### src/rtl/bpu_pkg.sv
// Shared branch-prediction definitions: control-type codes, RAS link offset,
// default-configuration checkpoint layout and the active-slot picker.
package bpu_pkg;

   typedef enum logic [1:0] {
      TYPE_NONE   = 2'b00,
      TYPE_BRANCH = 2'b01,
      TYPE_RET    = 2'b10,
      TYPE_CALL   = 2'b11
   } ctl_type_e;

   localparam int RAS_LINK_OFFSET = 8;
   localparam int RAS_DEPTH       = 8;
   localparam int RAS_AW          = 32;
   localparam int RAS_PTR_W       = $clog2(RAS_DEPTH);
   localparam int RAS_CNT_W       = $clog2(RAS_DEPTH + 1);

   typedef struct packed {
      logic [RAS_AW-1:0]    top_addr;
      logic [RAS_PTR_W-1:0] sp;
      logic [RAS_CNT_W-1:0] cnt;
   } ras_ckpt_t;

   typedef struct packed {
      logic      act;
      logic      slot;
      ctl_type_e typ;
   } slot_sel_t;

   // First RET/CALL in program order wins; branches do not end the scan.
   function automatic slot_sel_t pick_slot(input logic [1:0] t1, input logic [1:0] t2);
      slot_sel_t s;
      s.act  = 1'b0;
      s.slot = 1'b0;
      s.typ  = TYPE_NONE;
      if (t1 == TYPE_RET || t1 == TYPE_CALL) begin
         s.act = 1'b1;
         s.typ = ctl_type_e'(t1);
      end else if (t2 == TYPE_RET || t2 == TYPE_CALL) begin
         s.act  = 1'b1;
         s.slot = 1'b1;
         s.typ  = ctl_type_e'(t2);
      end
      return s;
   endfunction

endpackage

### src/rtl/ras_ckpt.sv
// Checkpointed return address stack: two-slot fetch prediction, speculative
// push/pop, and restore-plus-replay on EX redirect.
module ras_ckpt
   import bpu_pkg::*;
#(
   parameter int DEPTH = 8,
   parameter int AW    = 32,
   localparam int PTR_W  = $clog2(DEPTH),
   localparam int CNT_W  = $clog2(DEPTH + 1),
   localparam int CKPT_W = AW + PTR_W + CNT_W
) (
   input  logic              clk,
   input  logic              rst,
   input  logic              fetch_valid_i,
   input  logic              fetch_stall_i,
   input  logic [AW-1:0]     fetch_pc_i,
   input  logic [1:0]        slot_type1_i,
   input  logic [1:0]        slot_type2_i,
   output logic              ras_valid_o,
   output logic              ras_slot_o,
   output logic [AW-1:0]     ras_target_o,
   output logic [CKPT_W-1:0] ckpt_o,
   input  logic              ex_redirect_i,
   input  logic [CKPT_W-1:0] ex_ckpt_i,
   input  logic [1:0]        ex_type_i,
   input  logic [AW-1:0]     ex_pc_i
);

   typedef struct packed {
      logic [AW-1:0]    top_addr;
      logic [PTR_W-1:0] sp;
      logic [CNT_W-1:0] cnt;
   } ckpt_t;

   logic [AW-1:0]    stack [DEPTH];
   logic [PTR_W-1:0] sp;
   logic [CNT_W-1:0] cnt;

   slot_sel_t        sel;
   ckpt_t            ex_ck;
   logic [AW-1:0]    top;
   logic [AW-1:0]    slot_pc;
   logic [AW-1:0]    fetch_link;
   logic [AW-1:0]    ex_link;
   logic [PTR_W-1:0] push_idx;
   logic [PTR_W-1:0] ex_push_idx;
   logic [CNT_W-1:0] cnt_inc;
   logic [CNT_W-1:0] ex_cnt_inc;

   assign sel         = pick_slot(slot_type1_i, slot_type2_i);
   assign ex_ck       = ex_ckpt_i;
   assign top         = stack[sp];
   assign slot_pc     = sel.slot ? fetch_pc_i + AW'(4) : fetch_pc_i;
   assign fetch_link  = slot_pc + AW'(RAS_LINK_OFFSET);
   assign ex_link     = ex_pc_i + AW'(RAS_LINK_OFFSET);
   assign push_idx    = sp + PTR_W'(1);
   assign ex_push_idx = ex_ck.sp + PTR_W'(1);
   // Occupancy saturates; a push on a full stack silently drops the oldest entry.
   assign cnt_inc     = (cnt == CNT_W'(DEPTH)) ? cnt : cnt + CNT_W'(1);
   assign ex_cnt_inc  = (ex_ck.cnt == CNT_W'(DEPTH)) ? ex_ck.cnt : ex_ck.cnt + CNT_W'(1);

   always_comb begin
      ras_valid_o  = 1'b0;
      ras_slot_o   = 1'b0;
      ras_target_o = '0;
      ckpt_o       = '0;
      if (rst) begin
         ckpt_o     = {top, sp, cnt};
         ras_slot_o = sel.slot;
         if (sel.typ == TYPE_RET && fetch_valid_i && cnt != '0) begin
            ras_valid_o  = 1'b1;
            ras_target_o = top;
         end
      end
   end

   always_ff @(posedge clk) begin
      if (!rst) begin
         for (int unsigned i = 0; i < DEPTH; i++) stack[i] <= '0;
         sp  <= '0;
         cnt <= '0;
      end else if (ex_redirect_i) begin
         // Top repair and replayed push hit different entries, so both land.
         stack[ex_ck.sp] <= ex_ck.top_addr;
         sp              <= ex_ck.sp;
         cnt             <= ex_ck.cnt;
         if (ex_type_i == TYPE_CALL) begin
            stack[ex_push_idx] <= ex_link;
            sp                 <= ex_push_idx;
            cnt                <= ex_cnt_inc;
         end else if (ex_type_i == TYPE_RET && ex_ck.cnt != '0) begin
            sp  <= ex_ck.sp - PTR_W'(1);
            cnt <= ex_ck.cnt - CNT_W'(1);
         end
      end else if (fetch_valid_i && !fetch_stall_i) begin
         if (sel.typ == TYPE_CALL) begin
            stack[push_idx] <= fetch_link;
            sp              <= push_idx;
            cnt             <= cnt_inc;
         end else if (sel.typ == TYPE_RET && cnt != '0) begin
            sp  <= sp - PTR_W'(1);
            cnt <= cnt - CNT_W'(1);
         end
      end
   end

endmodule
### config.mk
export PLATFORM = sky130hd
export DESIGN_NAME = ras_ckpt
export DESIGN_NICKNAME = d
export VERILOG_FILES = /design/src/rtl/bpu_pkg.sv /design/src/rtl/ras_ckpt.sv
export SDC_FILE = /design/constraint.sdc
export NUM_CORES = 1
export LEC_CHECK = 0
export BUFFER_PORTS_ARGS = -buffer_cell sky130_fd_sc_hd__buf_2
export CORE_MARGIN = 4
export CORE_UTILIZATION = 45
export DETAILED_ROUTE_END_ITERATION = 6
export GPL_ROUTABILITY_DRIVEN = 0
export GPL_TIMING_DRIVEN = 0
export SYNTH_ARGS = -nofsm -noshare
export SYNTH_HDL_FRONTEND = slang
export SYNTH_SLANG_ARGS = --single-unit
### constraint.sdc
create_clock -name clk -period 10.22 [get_ports clk]
set_clock_uncertainty 0.15 [all_clocks]
set_input_delay 0 -clock clk [delete_from_list [all_inputs] [get_ports clk]]
set_output_delay 0 -clock clk [all_outputs]
set_load 0.02 [all_outputs]
==> flow_summary.ini <==
[cts]
cts-buffers-inserted = 28
cts_buffer_depth = 3
cts_hold_buf = 82
cts_tree = built
htree_levels = 1
cts_resized = 0
root_buffer = clkbuf_16
clk_latency_ns = 0.54
post_cts_buffers = 0
cts_sinks = 266
cts.clk_slew.worst_paths_ns = 0.06

[global_route]
grt_pass1_wl_um = 87400
antenna_found_initial = 0
grtUsageTotal = 0.297
grt_pass1_vias = 14000
gr-total-overflow = 0
grt_max_degree = 25

[detailed_routing]
drc = 0
wire_per_inst_um = 26.4
drt_iter0_markers = 1762
firstDrtPassIters = 5
wirelength_um = 60300
ant_nets = 0
via_count = 14300
vias_per_cell = 6.28

[sta]
tightest_slew_ns = 1.38
tns_ns = 0
setup_ws_ns = 6.19
relSlewSlack = 0.0737
maxSlewViolCount = 0
finalCritPeriodShare = 0.395
fmax_mhz = 248
rsz0062_at_grt = no
finalHoldViolCount = 0
fin_hold_ws_ns = 0.0244
period_needed_ns = 4.03
setup-violations-final = 0

[worst_setup_path]
crit_type = in2reg
critPathCaptureType = flip-flop
cp.required_ns = 10.36
r2r_cells = 8
start_kind = input port
r2r-end = stack[4][14]
r2r_start = sp[0]
r2r_setup_slack_ns = 6.48
cp_max_fo = 19
arrival_ns = 4.18

[final_layout]
finalNonFillerCells = 2280
layout_common_cells = edfxtp_1 (256), nand2_1 (181), buf_2 (179)
nets = 1923
syn_to_final_growth_pct = 22.0
fin_area_um2 = 20000
antennaDiodeCount = 0
layout_commonest_cell = edfxtp_1
drive_gt1_frac = 0.209
fin_util = 0.560

[worst_hold_path]
hold_path_end = stack[4][28]
hp-class = in2reg
hp-start = ex_pc_i[28]
min_path_cells = 3

[pwr]
p_per_area_nw_per_um2 = 150
irDropWorstVdd_v = 0.000125
finalPower_mw = 3.01
p_leak_nw = 7.42

[synthesis]
synthCells = 1505
ys_ff_latch = 266
synth.top_cells.by_area = edfxtp_1 (47%), mux4_2 (8.8%), o22ai_1 (5.4%)
synth_cell_type_count = 97
yosys_warnings = 0
async_reset_ff_frac = 0
syn_avg_cell_area_um2 = 10.9
synth_top_area_frac = 0.469
synth-edff-count = 256
yosysSeqAreaShare = 0.481
synth_area_um2 = 16400
syn-num-nets = 1631
ys.flop_type = edfxtp_1
yosys.area.top_type = edfxtp_1

[placement]
port_buffers = 172
placedCellCount = 2146
dpl_cell_area_um2 = 18100
dp_hpwl_um = 42900
pre_cts_slack_ns = 6.29

[outcome]
status = completed

[die]
die-width_um = 199
rows = 69
io_pins = 187
initial_core_util = 0.459
core_region_area_um2 = 35700
dieArea_um2 = 39600
fp.dieH_um = 199

[flow_run]
cap_violations = 0
==> how the worst max path moves through the flow <==
stage | start | endpoint | slack [ns] | cells past startpoint
after floorplan | ex_redirect_i | stack[1][0] | 6.98 | 8
after global placement | ex_redirect_i | stack[5][15] | 5.04 | 9
after detailed placement | ex_redirect_i | stack[4][15] | 6.29 | 9
after CTS | ex_redirect_i | stack[4][14] | 6.29 | 10
after global routing | flip-flop | ras_target_o[29] | 6.05 | 6
final | ex_redirect_i | stack[4][14] | 6.19 | 10
==> Yosys cell counts (all sizes together) (15+ instances only) <==
master	instances
mux2i	57
buf	46
and2	15
mux4	64
nand2	181
a22oi	17
nor2	98
clkbuf	70
o22ai	141
and3	17
inv	18
nor4	16
o21ai	101
edfxtp	256
xnor2	43
nand3	44
nand4	16
a21oi	25
xor2	33
nor3	77
==> cells by family (layout without fill, tap and decap cells) <==
kind of cell,Yosys count,in the layout,synth area share
flops,266,266,0.481
xor+xnor,76,76,0.0410
buf+inv,137,451,0.0416
compound gates,365,365,0.142
simple gates,526,526,0.160
fa+ha+maj,12,12,0.00961
mux,123,123,0.124
==> sequential cells by signal, summed over array words and instances (netlist names), named ones only <==
name and flops:
cnt 4, stack 256, sp 3
==> routing by layer <==
layer	GRT usage	part of all wire
met5	0	0
met3	0.0530	0.098
met1	0.388	0.38
met2	0.494	0.48
met4	0.115	0.042
==> power breakdown <==
part / leakage [nW] / switching [mW] / internal (mW)
clock: 0.553 / 0.445 / 0.821
combinational: 4.03 / 0.307 / 0.177
sequential: 2.83 / 0.0143 / 1.24
==> worst max-delay path, cell delays in order <==
cell and delay, ns:
dlygate4sd3_1 0.54, buf_2 0.16, nor4bb_1 0.35, a21boi_1 0.55, mux2i_1 0.20, clkbuf_8 0.20, nand3_1 0.47, clkbuf_1 0.51
nand3_2 0.74, buf_16 0.44
==> area by class of cell <==
cell class	count	area [um^2]
Clock buffer	32	737
Buffer	119	616
Clock inverter	20	414
Inverter	18	67.6
Timing Repair Buffer	262	1850
Fill cell	3089	15700
Sequential cell	266	7890
Tap cell	461	577
Multi-Input combinational cell	1102	7880
(Power assumes the default switching activity.)
